## src/rtl/mem_port_arbiter_if.sv

```systemverilog
// Bundle of the fetch (I), load/store (D) and memory-side signals around the arbiter.
// master: the arbiter's view; slave: the requesters plus memory that surround it.
interface mem_port_arbiter_if #(
  parameter int ADDR_W = 32
);
  // Handshake: a requester raises req with stable addr/data and holds it until its
  // one-cycle done pulse; rdata/err are meaningful only while done=1. The memory sees
  // exactly one strobe cycle per access and answers with m_ready (m_rdata valid with it).
  logic              i_req;
  logic [ADDR_W-1:0] i_addr;
  logic [31:0]       i_rdata;
  logic              i_done;
  logic              i_err;

  logic              d_req;
  logic [ADDR_W-1:0] d_addr;
  logic [31:0]       d_wdata;
  logic [3:0]        d_wstrb;
  logic [31:0]       d_rdata;
  logic              d_done;
  logic              d_err;

  logic [ADDR_W-1:0] m_addr;
  logic [31:0]       m_wdata;
  logic [3:0]        m_wstrb;
  logic              m_rstrb;
  logic [31:0]       m_rdata;
  logic              m_ready;

  modport master (
    input  i_req, i_addr, d_req, d_addr, d_wdata, d_wstrb, m_rdata, m_ready,
    output i_rdata, i_done, i_err, d_rdata, d_done, d_err,
           m_addr, m_wdata, m_wstrb, m_rstrb
  );

  modport slave (
    output i_req, i_addr, d_req, d_addr, d_wdata, d_wstrb, m_rdata, m_ready,
    input  i_rdata, i_done, i_err, d_rdata, d_done, d_err,
           m_addr, m_wdata, m_wstrb, m_rstrb
  );
endinterface

```

## src/rtl/mem_port_arbiter.sv

```systemverilog
// Round-robin arbiter sharing one memory port between instruction fetch and load/store,
// with a watchdog that aborts a stalled access and reports an error to the winner.
module mem_port_arbiter #(
  parameter int ADDR_W  = 32,
  parameter int TIMEOUT = 255,
  parameter int CNT_W   = 16
) (
  input  logic               clk,
  input  logic               resetn,
  mem_port_arbiter_if.master bus,
  output logic [1:0]         dbg_state
);

  typedef enum logic [1:0] {
    IDLE  = 2'd0,
    ISSUE = 2'd1,
    WAIT  = 2'd2,
    RESP  = 2'd3
  } state_t;

  localparam logic [CNT_W-1:0] WD_LAST = CNT_W'(TIMEOUT - 1);

  state_t            state, state_n;
  logic              last_d, last_d_n;
  logic              owner_d, owner_d_n;
  logic [CNT_W-1:0]  watchdog, watchdog_n;
  logic [3:0]        wstrb_lat, wstrb_lat_n;
  logic [ADDR_W-1:0] m_addr_n;
  logic [31:0]       m_wdata_n;
  logic [3:0]        m_wstrb_n;
  logic              m_rstrb_n;
  logic              i_done_n, i_err_n, d_done_n, d_err_n;
  logic [31:0]       i_rdata_n, d_rdata_n;
  logic              pick_d;
  logic              resp_go, resp_err;
  logic [31:0]       resp_data;

  assign dbg_state = state;

  always_comb begin
    state_n     = state;
    last_d_n    = last_d;
    owner_d_n   = owner_d;
    watchdog_n  = watchdog;
    wstrb_lat_n = wstrb_lat;
    m_addr_n    = bus.m_addr;
    m_wdata_n   = bus.m_wdata;
    m_wstrb_n   = 4'b0000;
    m_rstrb_n   = 1'b0;
    pick_d      = 1'b0;
    resp_go     = 1'b0;
    resp_err    = 1'b0;
    resp_data   = 32'h0;

    case (state)
      IDLE: begin
        if (bus.i_req || bus.d_req) begin
          // On a tie the side that did not win last time goes first.
          pick_d      = bus.d_req && (!bus.i_req || !last_d);
          owner_d_n   = pick_d;
          last_d_n    = pick_d;
          m_addr_n    = pick_d ? bus.d_addr : bus.i_addr;
          m_wdata_n   = pick_d ? bus.d_wdata : 32'h0;
          wstrb_lat_n = pick_d ? bus.d_wstrb : 4'b0000;
          m_wstrb_n   = pick_d ? bus.d_wstrb : 4'b0000;
          m_rstrb_n   = !pick_d || (bus.d_wstrb == 4'b0000);
          state_n     = ISSUE;
        end
      end
      ISSUE: begin
        if (bus.m_ready) begin
          resp_go   = 1'b1;
          resp_data = (wstrb_lat != 4'b0000) ? 32'h0 : bus.m_rdata;
          state_n   = RESP;
        end else begin
          watchdog_n = '0;
          state_n    = WAIT;
        end
      end
      WAIT: begin
        if (bus.m_ready) begin
          resp_go   = 1'b1;
          resp_data = (wstrb_lat != 4'b0000) ? 32'h0 : bus.m_rdata;
          state_n   = RESP;
        end else if (watchdog == WD_LAST) begin
          resp_go  = 1'b1;
          resp_err = 1'b1;
          state_n  = RESP;
        end else begin
          watchdog_n = watchdog + 1'b1;
        end
      end
      RESP: begin
        state_n = IDLE;
      end
      default: begin
        state_n = IDLE;
      end
    endcase

    // Only the current owner ever sees done/rdata/err; the other side stays at zero.
    i_done_n  = resp_go && !owner_d;
    i_err_n   = resp_go && !owner_d && resp_err;
    i_rdata_n = (resp_go && !owner_d) ? resp_data : 32'h0;
    d_done_n  = resp_go && owner_d;
    d_err_n   = resp_go && owner_d && resp_err;
    d_rdata_n = (resp_go && owner_d) ? resp_data : 32'h0;
  end

  always_ff @(posedge clk) begin
    if (!resetn) begin
      state       <= IDLE;
      last_d      <= 1'b1;
      owner_d     <= 1'b0;
      watchdog    <= '0;
      wstrb_lat   <= 4'b0000;
      bus.m_addr  <= '0;
      bus.m_wdata <= 32'h0;
      bus.m_wstrb <= 4'b0000;
      bus.m_rstrb <= 1'b0;
      bus.i_done  <= 1'b0;
      bus.i_err   <= 1'b0;
      bus.i_rdata <= 32'h0;
      bus.d_done  <= 1'b0;
      bus.d_err   <= 1'b0;
      bus.d_rdata <= 32'h0;
    end else begin
      state       <= state_n;
      last_d      <= last_d_n;
      owner_d     <= owner_d_n;
      watchdog    <= watchdog_n;
      wstrb_lat   <= wstrb_lat_n;
      bus.m_addr  <= m_addr_n;
      bus.m_wdata <= m_wdata_n;
      bus.m_wstrb <= m_wstrb_n;
      bus.m_rstrb <= m_rstrb_n;
      bus.i_done  <= i_done_n;
      bus.i_err   <= i_err_n;
      bus.i_rdata <= i_rdata_n;
      bus.d_done  <= d_done_n;
      bus.d_err   <= d_err_n;
      bus.d_rdata <= d_rdata_n;
    end
  end

endmodule

```

## src/flat_wrapper.sv

```systemverilog
// flat-port wrapper written by rule: the top's interface ports become plain ports
module mem_port_arbiter_flat 
#(
  parameter int ADDR_W  = 32,
  parameter int TIMEOUT = 255,
  parameter int CNT_W   = 16
)
  (clk, resetn, dbg_state, bus_i_req, bus_i_addr, bus_d_req, bus_d_addr, bus_d_wdata, bus_d_wstrb, bus_m_rdata, bus_m_ready, bus_i_rdata, bus_i_done, bus_i_err, bus_d_rdata, bus_d_done, bus_d_err, bus_m_addr, bus_m_wdata, bus_m_wstrb, bus_m_rstrb);
  mem_port_arbiter_if #(.ADDR_W(ADDR_W)) bus_i ();
  input  logic clk;
  input  logic resetn;
  output logic [1:0] dbg_state;
  input wire logic [$bits(bus_i.i_req)-1:0] bus_i_req;
  input wire logic [$bits(bus_i.i_addr)-1:0] bus_i_addr;
  input wire logic [$bits(bus_i.d_req)-1:0] bus_d_req;
  input wire logic [$bits(bus_i.d_addr)-1:0] bus_d_addr;
  input wire logic [$bits(bus_i.d_wdata)-1:0] bus_d_wdata;
  input wire logic [$bits(bus_i.d_wstrb)-1:0] bus_d_wstrb;
  input wire logic [$bits(bus_i.m_rdata)-1:0] bus_m_rdata;
  input wire logic [$bits(bus_i.m_ready)-1:0] bus_m_ready;
  output wire logic [$bits(bus_i.i_rdata)-1:0] bus_i_rdata;
  output wire logic [$bits(bus_i.i_done)-1:0] bus_i_done;
  output wire logic [$bits(bus_i.i_err)-1:0] bus_i_err;
  output wire logic [$bits(bus_i.d_rdata)-1:0] bus_d_rdata;
  output wire logic [$bits(bus_i.d_done)-1:0] bus_d_done;
  output wire logic [$bits(bus_i.d_err)-1:0] bus_d_err;
  output wire logic [$bits(bus_i.m_addr)-1:0] bus_m_addr;
  output wire logic [$bits(bus_i.m_wdata)-1:0] bus_m_wdata;
  output wire logic [$bits(bus_i.m_wstrb)-1:0] bus_m_wstrb;
  output wire logic [$bits(bus_i.m_rstrb)-1:0] bus_m_rstrb;
  assign bus_i.i_req = bus_i_req;
  assign bus_i.i_addr = bus_i_addr;
  assign bus_i.d_req = bus_d_req;
  assign bus_i.d_addr = bus_d_addr;
  assign bus_i.d_wdata = bus_d_wdata;
  assign bus_i.d_wstrb = bus_d_wstrb;
  assign bus_i.m_rdata = bus_m_rdata;
  assign bus_i.m_ready = bus_m_ready;
  assign bus_i_rdata = bus_i.i_rdata;
  assign bus_i_done = bus_i.i_done;
  assign bus_i_err = bus_i.i_err;
  assign bus_d_rdata = bus_i.d_rdata;
  assign bus_d_done = bus_i.d_done;
  assign bus_d_err = bus_i.d_err;
  assign bus_m_addr = bus_i.m_addr;
  assign bus_m_wdata = bus_i.m_wdata;
  assign bus_m_wstrb = bus_i.m_wstrb;
  assign bus_m_rstrb = bus_i.m_rstrb;
  mem_port_arbiter #(.ADDR_W(ADDR_W), .TIMEOUT(TIMEOUT), .CNT_W(CNT_W)) u_core (.clk(clk), .resetn(resetn), .bus(bus_i), .dbg_state(dbg_state));
endmodule
```

## config.mk

```make
export PLATFORM = sky130hd
export DESIGN_NAME = mem_port_arbiter_flat
export DESIGN_NICKNAME = d
export VERILOG_FILES = /design/src/rtl/mem_port_arbiter_if.sv /design/src/rtl/mem_port_arbiter.sv /design/src/flat_wrapper.sv
export SDC_FILE = /design/constraint.sdc
export NUM_CORES = 1
export LEC_CHECK = 0
export ABC_AREA = 1
export CAP_MARGIN = 10
export CORE_MARGIN = 1.5
export CORE_UTILIZATION = 40
export DETAILED_ROUTE_END_ITERATION = 10
export GPL_TIMING_DRIVEN = 0
export PLACE_DENSITY = 0.77
export SETUP_SLACK_MARGIN = 0.1
export SYNTH_ARGS = -nofsm -noshare
export SYNTH_HDL_FRONTEND = slang
export SYNTH_SLANG_ARGS = --single-unit
```

## constraint.sdc

```tcl
create_clock -name clk -period 3.7 [get_ports clk]
set_input_delay 0.74 -clock clk [delete_from_list [all_inputs] [get_ports clk]]
set_output_delay 0.74 -clock clk [all_outputs]
set_load 0.02 [all_outputs]
```

==> metrics.md <==
| Metric | Value |
|---|---|
| Crit path arrival time | `about 1.5 ns` |
| Yosys top cell by area | `dfxtp_1` |
| Minimum clock period | `approximately 2.2 ns` |
| HP Class | `register to register` |
| Clock tree buffer depth | `2` |
| Flop and latch count out of synthesis | `roughly 160` |
| Post-Route WL | `18300 um` |
| Largest net degree at the start of global routing | `17` |
| Worst Path Buf+Inv | `1` |
| Fin. max-slew vios | `0` |
| Top cell type's share of synthesized area | `0.537` |
| Mux share of post-synthesis cell area | `0` |
| Mapped Cells | `approximately 740` |
| DR WL/cell | `14.9 um` |
| Setup TNS | `0 ns` |
| DR vias/cell | `4.89` |
| DRC | `0` |
| Synth area leaders | `dfxtp_1 (54%), nand2_1 (10%), nand3_1 (6.7%)` |
| Main synth FF type | `dfxtp_1` |
| Delay of the slowest cell on the worst path | `roughly 0.68 ns` |
| Routed vias | `6004` |
| Leak | `3.47 nW` |
| Die height | `126 um` |
| Warnings, synthesis | `0` |
| Clk_lat worst skew | `around 0.43 ns` |
| First-pass GRT wire length | `28900 um` |
| Final period utilization | `0.606` |
| Critical Path Start Type | `register` |
| Adder-cell share of the synthesized area | `0.0104` |
| Row cnt | `44` |
| # port buffers | `275` |
| Main combinational cell family by area after synthesis | `simple AND/OR/NAND/NOR gates` |
| Number of H-tree levels | `4` |
| Net count, final | `1172` |
| CP Capture Type | `primary output` |
| Postcts setup bufs | `0` |
| Simple-Gate Fraction of Synth Area | `0.278` |
| Crit path max-delay family | `buffers and inverters` |
| Area delta synth->final | `59.0%` |
| Core area | `14600 um2` |
| Clk pin slew, worst setup/hold paths | `0.07 ns` |
| Syn avg cell area | `8.16 um2` |
| Antenna violations before repair | `0` |
| Clk root buf | `clkbuf_16` |
| Worst-path fanout max | `4` |
| Total track usage | `0.234` |
| Seq/Total Area, Yosys | `0.537` |
| CTS tree | `yes` |
| Req. time, crit path | `2.96 ns` |
| Initial DRC Count | `roughly 260` |
| Initial Util | `0.412` |
| Final setup margin | `1.46 ns` |
| Finished layout cell area | `9550 um2` |
| Max_slew headroom | `0.499` |
| Post-Syn Nets | `878` |
| Cell Pwr Density | `around 600 nW/um2` |
| Fillers | `1263` |
| Worst Tran Pin Value | `0.745 ns` |
| Synthesized area | `6000 um2` |
| Final global-route overflow total | `0` |
| Clk sinks | `161` |
| Final Hold Fails | `0` |
| DR pass1 iterations | `6` |
| Ys async rst share | `0` |
| Kind of critical path | `register to primary output` |
| List of most frequent post-synthesis cells | `nand2_1 (165), dfxtp_1 (161), nand3_1 (80)` |
| RSZ-0062 raised after global routing | `no` |
| Placer congestion estimate | `about 0.9` |
| Status | `complete, no violations` |
| Hold Buf Count CTS | `0` |
| Post-CTS sizing | `0` |
| Max Cap Viol | `0` |
| Post-DP HPWL | `~14000 um` |
| Max Freq | `446 MHz` |
| Compound-Gate Fraction of Synth Area | `0.113` |
| Share of layout cells above drive strength 1 | `0.0997` |
| Pre-CTS worst setup slack | `1.14 ns` |
| Die ar. | `15800 um2` |
| Post-synth EDFFs | `0` |
| Worst vdd ir | `0.000385 V` |
| I/O Pins | `276` |
| TritonCTS buffer count | `17` |
| Xor/xnor share of the synthesized area | `0.00583` |
| DRT antenna net count | `0` |
| Area after DPL | `~9000 um2` |
| Final count of negative-setup-slack endpoints | `0` |
| ANT cells | `0` |
| Slowest CP cell | `clkdlybuf4s50_1` |
| Netlist cell types | `30` |
| Library cell with the highest instance count after synthesis | `nand2_1` |
| Final Skew | `0.0128 ns` |
| Die width | `126 um` |
| Vias in the first global route | `5743` |
| Crit path cell chain | `clkdlybuf4s50_1` |
-- cell usage in the layout, fill, tap and decap left out, types with 3 or more instances in the layout --
master / synthesis / final
dfxtp_1: 161 / 161
clkbuf_8: 0 / 4
buf_6: 7 / 7
clkbuf_1: 32 / 35
clkdlybuf4s50_1: 0 / 275
inv_1: 20 / 20
o21ai_0: 34 / 34
a31o_2: 4 / 4
nand4_1: 4 / 4
nor3_1: 3 / 3
a21oi_1: 49 / 49
buf_2: 8 / 8
clkinv_1: 3 / 3
clkbuf_16: 0 / 17
ha_1: 5 / 5
nand2_2: 5 / 5
nand3_1: 80 / 80
nor2_2: 42 / 42
a31oi_1: 33 / 33
nor2_1: 65 / 65
inv_6: 0 / 5
clkinvlp_4: 0 / 3
nand2_1: 165 / 165
-- layout make-up --
| type | instances | area [um2] | area share |
|---|---|---|---|
| repair buffers | 275 | 2750 | 0.288 |
| flip-flops and latches | 161 | 3220 | 0.338 |
| clock inverters | 8 | 66.3 | 0.00695 |
| plain buffers | 48 | 246 | 0.0258 |
| multi-input cells | 502 | 2440 | 0.256 |
| inverters | 25 | 93.8 | 0.00983 |
| well taps | 184 | 230 | 0.0241 |
| clock buffers | 24 | 492 | 0.0515 |
-- through the flow --
stage	hold slack, ns	cells	total power [W]	util
after floorplan	0.429	736	0.00320	-
after global placement	0.451	1195	0.00405	0.616
after detailed placement	0.456	1195	0.00406	0.616
after CTS	0.466	1227	0.00571	0.654
after global routing	0.479	1227	0.00599	0.654
final	0.467	1227	0.00569	0.654
-- cells by family (layout without fill, tap and decap cells) --
kind of cell / count (synthesis) / count (layout)
xor+xnor: 4 / 4
compound gates: 122 / 122
flops: 161 / 161
fa+ha+maj: 5 / 5
buf+inv: 73 / 380
simple gates: 371 / 371
-- per-layer routing --
metal	wire, um	track usage
met1	7100	0.253
met2	9260	0.419
met3	1460	0.0770
met4	437	0.0949
met5	0	0
-- where the power goes --
part	switching, W	total, W	internal [W]
Clock	0.000720	0.00166	0.000942
Sequential	0.000116	0.00207	0.00195
Combinational	0.00120	0.00196	0.000766
Total	0.00203	0.00569	0.00366
-- flip-flops by register name, indices dropped and copies added, names as in the netlist --
name,cells
u_core.bus.d_rdata,32
u_core.bus.i_rdata,32
u_core.bus.m_addr,32
u_core.bus.m_wdata,32
u_core.watchdog,16
u_core.bus.m_wstrb,4
u_core.wstrb_lat,4
u_core.dbg_state,2
u_core.bus.d_done,1
u_core.bus.d_err,1
u_core.bus.i_done,1
u_core.bus.i_err,1
u_core.bus.m_rstrb,1
u_core.last_d,1
u_core.owner_d,1
-- path summary, 6_finish.rpt --
| path | from | to | slack (ns) | cells after the start |
|---|---|---|---|---|
| worst max register to register | u_core.dbg_state[0]$_SDFFE_PN0P_ | u_core.bus.m_addr[25]$_SDFFE_PN0P_ | 1.71 | 8 |
| worst min-delay path | u_core.bus.m_wdata[8]$_SDFFE_PN0P_ | u_core.bus.m_wdata[8]$_SDFFE_PN0P_ | 0.47 | 2 |
| worst max-delay path | u_core.dbg_state[0]$_SDFFE_PN0P_ | dbg_state[0] | 1.46 | 1 |
| worst min register to register | u_core.bus.m_wdata[8]$_SDFFE_PN0P_ | u_core.bus.m_wdata[8]$_SDFFE_PN0P_ | 0.47 | 2 |
No activity file was read; power rests on OpenSTA's default activity.
